===== src/rtl/pipeline_hazard_ctrl.sv =====
// Stall/flush sequencer for the 5-stage RV32 pipeline: startup flush, freeze,
// redirect and load-use handling, saturating perf counters and a hang detector.
module pipeline_hazard_ctrl #(
    parameter int unsigned STARTUP_CYCLES = 3,
    parameter int unsigned COUNT_W        = 32,
    parameter int unsigned FREEZE_TIMEOUT = 1024
) (
    input  logic               clock,
    input  logic               reset,
    input  logic               imem_busywait,
    input  logic               dmem_busywait,
    input  logic [4:0]         id_rs1,
    input  logic [4:0]         id_rs2,
    input  logic               id_rs1_used,
    input  logic               id_rs2_used,
    input  logic               ex_valid,
    input  logic               ex_memRead,
    input  logic [4:0]         ex_des_register,
    input  logic               ex_branch_taken,
    input  logic               ex_jump,
    input  logic               clear_counters,
    output logic               pc_write,
    output logic               pc_redirect,
    output logic               pipe_busywait,
    output logic               hold_if_id,
    output logic               flush_if_id,
    output logic               flush_id_ex,
    output logic               flush_ex_mem,
    output logic [COUNT_W-1:0] stall_count,
    output logic [COUNT_W-1:0] flush_count,
    output logic               hang_error
);

    localparam int unsigned FRZ_W = $clog2(FREEZE_TIMEOUT + 1);

    typedef enum logic {STARTUP, RUN} state_t;

    state_t             state;
    logic [3:0]         startup_cnt;
    logic [FRZ_W-1:0]   freeze_cnt;

    logic freeze;
    logic redirect;
    logic load_use;
    logic stall_inc;
    logic flush_inc;

    assign freeze   = imem_busywait | dmem_busywait;
    assign redirect = ex_valid & (ex_branch_taken | ex_jump);
    assign load_use = ex_valid & ex_memRead & (ex_des_register != 5'd0) &
                      ((id_rs1_used & (id_rs1 == ex_des_register)) |
                       (id_rs2_used & (id_rs2 == ex_des_register)));

    assign stall_inc = (state == RUN) & (freeze | (~redirect & load_use));
    assign flush_inc = (state == RUN) & ~freeze & redirect;

    // Reset is folded in so the flush outputs are already active in the reset cycle.
    always_comb begin
        pc_write      = 1'b0;
        pc_redirect   = 1'b0;
        pipe_busywait = 1'b0;
        hold_if_id    = 1'b0;
        flush_if_id   = 1'b0;
        flush_id_ex   = 1'b0;
        flush_ex_mem  = 1'b0;
        if (reset || state == STARTUP) begin
            flush_if_id  = 1'b1;
            flush_id_ex  = 1'b1;
            flush_ex_mem = 1'b1;
        end else if (freeze) begin
            pipe_busywait = 1'b1;
        end else if (redirect) begin
            pc_write    = 1'b1;
            pc_redirect = 1'b1;
            flush_if_id = 1'b1;
            flush_id_ex = 1'b1;
        end else if (load_use) begin
            hold_if_id  = 1'b1;
            flush_id_ex = 1'b1;
        end else begin
            pc_write = 1'b1;
        end
    end

    always_ff @(posedge clock) begin
        if (reset) begin
            state       <= STARTUP;
            startup_cnt <= 4'(STARTUP_CYCLES - 1);
            freeze_cnt  <= '0;
            stall_count <= '0;
            flush_count <= '0;
            hang_error  <= 1'b0;
        end else begin
            case (state)
                STARTUP: begin
                    freeze_cnt <= '0;
                    if (startup_cnt == 4'd0)
                        state <= RUN;
                    else
                        startup_cnt <= startup_cnt - 4'd1;
                end
                RUN: begin
                    if (freeze) begin
                        if (freeze_cnt != FRZ_W'(FREEZE_TIMEOUT))
                            freeze_cnt <= freeze_cnt + 1'b1;
                        // Set on the edge that completes the FREEZE_TIMEOUT-th freeze cycle.
                        if (freeze_cnt >= FRZ_W'(FREEZE_TIMEOUT - 1))
                            hang_error <= 1'b1;
                    end else begin
                        freeze_cnt <= '0;
                    end
                end
                default: state <= STARTUP;
            endcase

            if (clear_counters) begin
                stall_count <= '0;
                flush_count <= '0;
            end else begin
                if (stall_inc && stall_count != '1)
                    stall_count <= stall_count + 1'b1;
                if (flush_inc && flush_count != '1)
                    flush_count <= flush_count + 1'b1;
            end
        end
    end

endmodule


===== config.mk =====
export PLATFORM = sky130hd
export DESIGN_NAME = pipeline_hazard_ctrl
export DESIGN_NICKNAME = d
export VERILOG_FILES = /design/src/rtl/pipeline_hazard_ctrl.sv
export SDC_FILE = /design/constraint.sdc
export NUM_CORES = 1
export LEC_CHECK = 0
export CAP_MARGIN = 30
export CORE_MARGIN = 4
export CORE_UTILIZATION = 28
export DETAILED_ROUTE_END_ITERATION = 7
export RECOVER_POWER = 100
export SYNTH_ARGS = -nofsm -noshare
export SYNTH_HDL_FRONTEND = slang
export SYNTH_SLANG_ARGS = --single-unit
export TNS_END_PERCENT = 5

===== constraint.sdc =====
create_clock -name clock -period 3 [get_ports clock]
set_clock_uncertainty 0.15 [all_clocks]
set_input_delay 0.6 -clock clock [delete_from_list [all_inputs] [get_ports clock]]
set_output_delay 0.6 -clock clock [all_outputs]
set_load 0.03 [all_outputs]

**Word level (Yosys, flattened, before mapping)**

Cells that the tools add are included.
Widths: inputs -> output; s select.

- Flip-flop bits (word level): 81
- Output and inout bits: 72

- $add $sub $neg: 4
- $lt $le $gt $ge: 1
- Eq/ne operators: 6
- Mux-type cells: 23
- Bitwise operators: 18
- Reductions and logical operators: 8

Operator list:

| kind | number |
|---|---|
| $add 32x1->32 const B | 2 |
| $ne 32x32->1 const B | 2 |
| $mux 11 | 2 |
| $pmux 11 s2 | 1 |
| $mux 1 | 20 |
| $add 11x1->11 const B | 1 |
| $ge 11x10->1 const B | 1 |
| $ne 11x11->1 const B | 1 |
| $and 1x1->1 | 10 |
| $eq 5x5->1 | 2 |
| $reduce_bool 5->1 | 1 |
| $logic_not 4->1 | 1 |
| $not 1->1 | 4 |
| $or 1x1->1 | 4 |
| $sub 4x1->4 const B | 1 |
| $ne 3x2->1 const B | 1 |
| $reduce_and 3->1 | 1 |
| $logic_and 1x1->1 | 2 |
| $reduce_and 2->1 | 1 |
| $reduce_or 2->1 | 1 |
| $logic_or 1x1->1 | 1 |

**Logic depth before layout (Yosys ltp)**

- Depth in word-level cells: 8
- Depth in mapped cells: 8

**Least setup slack after synthesis**

Ideal clock, no wire load.

- Path kind: input-to-output
- Start point: input ex_des_register[1]
- End point: output pc_write
- Arrival time: 1.921 ns
- Path slack: 0.329 ns
- Cell stages on the path: 3
- Buffers on the path: 0
- Cells stage by stage: or4_1 o211a_1 a31oi_1

- Longest elaborated chain between the ends: 8
- Elaborated cells on any way between the ends: 12
- Classes of those cells: eq/ne (2); mux (4); bitwise (5); reduce/logical (1)

Ends and longest elaborated chain:

| element | RTL line | text |
|---|---|---|
| from (decl) | 18 | `input logic [4:0] ex_des_register,` |
| $eq 5x5->1, on equally long branches | 51, 52 |  |
| $and 1x1->1, on equally long branches | 51, 52 |  |
| $or 1x1->1 | 51 | `((id_rs1_used & (id_rs1 == ex_des_register)) \|` |
| $and 1x1->1 (*) | 50 | `assign load_use = ex_valid & ex_memRead & (ex_des_register != 5'd0) &` |
| $mux 1 (*) | 77 | `end else if (load_use) begin` |
| $mux 1 (*) | 72 | `end else if (redirect) begin` |
| $mux 1 (*) | 70 | `end else if (freeze) begin` |
| $mux 1 (*) | 66 | `if (reset \|\| state == STARTUP) begin` |
| to (decl) | 22 | `output logic pc_write,` |

Every way passes the cells marked *; elsewhere a longest branch is shown, timed or not.

**Final worst setup path**

Same ends and word-level chain as after synthesis.

==> impl_metrics.ini <==
[status]
status = complete, no violations

[clock_network]
cts_tree = built
cts_root_buf = clkbuf_16
insertion_delay_ps = 340
clkSinkCount = 81
clk_pin_slew_ps = 70
numCtsBuffers = 9
cts.path.max_buffers = 2
h-tree-depth = 3

[pwr]
p_per_area_nw_per_um2 = 460
p_comb_share_pct = 15.5
p_int_uw = 2050
leakagePower_uw = 0.00215
power_switching_uw = 764
switching_share_pct = 27.2
clkPwrFrac_pct = 44.4
max-vdd-ir-drop_v = 0.000273
seqPwrFrac_pct = 40.1

[synth]
syn-instance-count = 538
ys_warn_count = 0
synth_area_leaders = dfxtp_1 (36%), a21oi_1 (6.0%), or4_1 (5.7%)
synth_ff_type = dfxtp_1
avgSynthCellArea_um2 = 8.38
synth-edff-count = 0
async_flop_share_pct = 0
ys_ff_latch = 81
seq_area_frac_synth_pct = 36.0
synth.distinct_cells = 65
synth_common_cells = dfxtp_1 (81), a21oi_1 (54), nand2_1 (45)
synthDominantCellAreaShare_pct = 36.0
synth_most_common_cell = dfxtp_1
yosysTopAreaCell = dfxtp_1
syn-cell-area_um2 = 4510
syn_nets = 569

[timing]
slew-limit-headroom_pct = 56.7
tightest_slew_ps = 649
report.final.slew_viol_count = 0
rsz0062_at_grt = yes
period_needed_ps = 2970
fmax_ghz = 0.337
holdWs_ps = 334
setup_violations = 0
min_period_over_period_pct = 98.9
finalHoldViolations = 0

[placed_design]
io_buffers = 97
placed_cell_area_um2 = 5780
dp_hpwl_mm = 9.80
place_congestion = 0.848

[critical_path]
start_kind = input pin
end_kind = primary output
reg2reg_to = flush_count[11]
crit_fanout = 3
r2r_slack_ps = 320
setup.worst_path.class = in -> out
reg2reg_depth = 7
arrival_ps = 2220
rr_startpoint = flush_count[0]
cp.required_ps = 2250

[route]
wl_mm = 13.5
post-route-drc-count = 0
drt_first_pass_iters = 5
drt_iter0_drc = 330
vias = 4672
drtAntennaViolNets = 0
drt-vias-per-instance = 5.40
post_drt_wl_per_cell_um = 15.6

[floorplan]
pin_count = 98
coreArea_um2 = 15800
die_h_um = 135
initial_utilization_pct = 28.5
die_w_um = 135
rows = 46
die_area_um2 = 18200

[global_routing]
grt_antenna_before_repair = 0
met3_usage_pct = 3.06
grt_pass1_wl_mm = 22.0
grtUsageMet1_pct = 19.0
grt_pass1_vias = 4432
grt_usage_pct = 14.6
grt.overflow.total = 0
grt_max_degree = 54
gr-usage-met2_pct = 24.5
top_usage_layer = met2

[run]
maxCapViolCount = 0

[finish]
finalNetCount = 675
final_area_um2 = 6110
area_growth_pct = 35.6
drive_above_1_share_pct = 9.86
diodes = 0

[hold_path]
hold_start = hang_error
hold_path_end = hang_error
hold_class = reg -> reg
holdPathStages = 2
-- what timing repair did --
| action | in CTS | in global routing |
|---|---|---|
| hold buffers | 0 | 0 |
| pin swaps | 2 | 3 |
| buffers inserted | 0 | 1 |
| setup endpoints to repair | 1 | 4 |
| cloned | 0 | 0 |
| resized for setup | 2 | 4 |
-- worst max-delay path, cell delays in order --
cell and delay, ps:
clkdlybuf4s50_1 430, or4_4 550, o211a_1 270, a31oi_1 180, buf_4 190
-- worst max path at each step --
stage,from,end,slack (ps),cells past startpoint
finish,ex_des_register[1],pc_write,30,5
global route,ex_des_register[2],hold_if_id,-30,8
CTS,ex_des_register[1],pc_write,30,5
detailed placement,ex_des_register[1],flush_id_ex,-40,5
global placement,ex_des_register[1],flush_id_ex,-30,5
floorplan,ex_des_register[1],pc_write,330,3
-- flip-flops by register name (all words and copies together), names as in the netlist --
| register | flops |
|---|---|
| startup_cnt | 4 |
| freeze_cnt | 11 |
| stall_count | 32 |
| hang_error | 1 |
| state | 1 |
| flush_count | 32 |
-- cells in the final DEF, fill, tap and decap left out, drive strengths merged, types with 6 or more instances in the layout --
cell type / instances
nand4: 25
or4: 34
o21ai: 27
dlygate4sd3: 65
clkbuf: 20
inv: 13
nor2: 34
nor3: 9
xnor2: 16
a21oi: 54
o31ai: 30
or3: 22
buf: 22
clkdlybuf4s50: 27
and4: 12
nor4: 6
and3: 9
a31oi: 7
dfxtp: 81
nand2: 45
nand3: 31
-- metrics by stage --
stage               cells  utilization [%]  setup WS (ps)  TNS [ps]  total power, uW
floorplan             538                -            329         0             1450
global placement      848             36.5          -26.8     -26.8             1580
detailed placement    848             36.5          -37.7     -37.7             1590
CTS                   864             38.7           29.7         0             2860
global route          865             38.6          -30.5     -38.2             2950
finish                865             38.6           33.1         0             2810
-- power by group through the flow --
stage	registers (uW)	logic, uW	clock network [uW]
finish	1130	436	1250
global route	1130	480	1340
CTS	1130	444	1290
detailed placement	1150	439	0
global placement	1150	426	0
floorplan	1150	309	0
-- per-layer routing --
layer	share of wire, %	routed length, um	up-vias
li1	-	-	2301
met1	46	6180	2259
met2	49	6600	106
met3	4.4	593	6
met4	0.59	80	0
met5	0	0	-
-- area by class of cell --
| cell class | count | area (um^2) |
|---|---|---|
| Clock buffer | 11 | 253 |
| Inverter | 11 | 41.3 |
| Multi-Input combinational cell | 418 | 2700 |
| Tap cell | 216 | 270 |
| Fill cell | 1589 | 9720 |
| Timing Repair Buffer | 123 | 1140 |
| Clock inverter | 5 | 85.1 |
| Sequential cell | 81 | 1620 |
-- cell families (layout without fill, tap and decap cells) --
group                      after synthesis  after routing  synth area share, %
and+or+nand+nor                        239            239                 30.5
AOI/OAI and AO/OA                      147            147                 22.1
DFF                                     81             81                 36.0
buffers and inverters                   39            150                 4.58
xor gates and xnor gates                21             21                 4.08
muxes                                    6              6                 1.36
adders and majority gates                5              5                 1.39
Note: power is estimated with default switching activity, not from simulation.
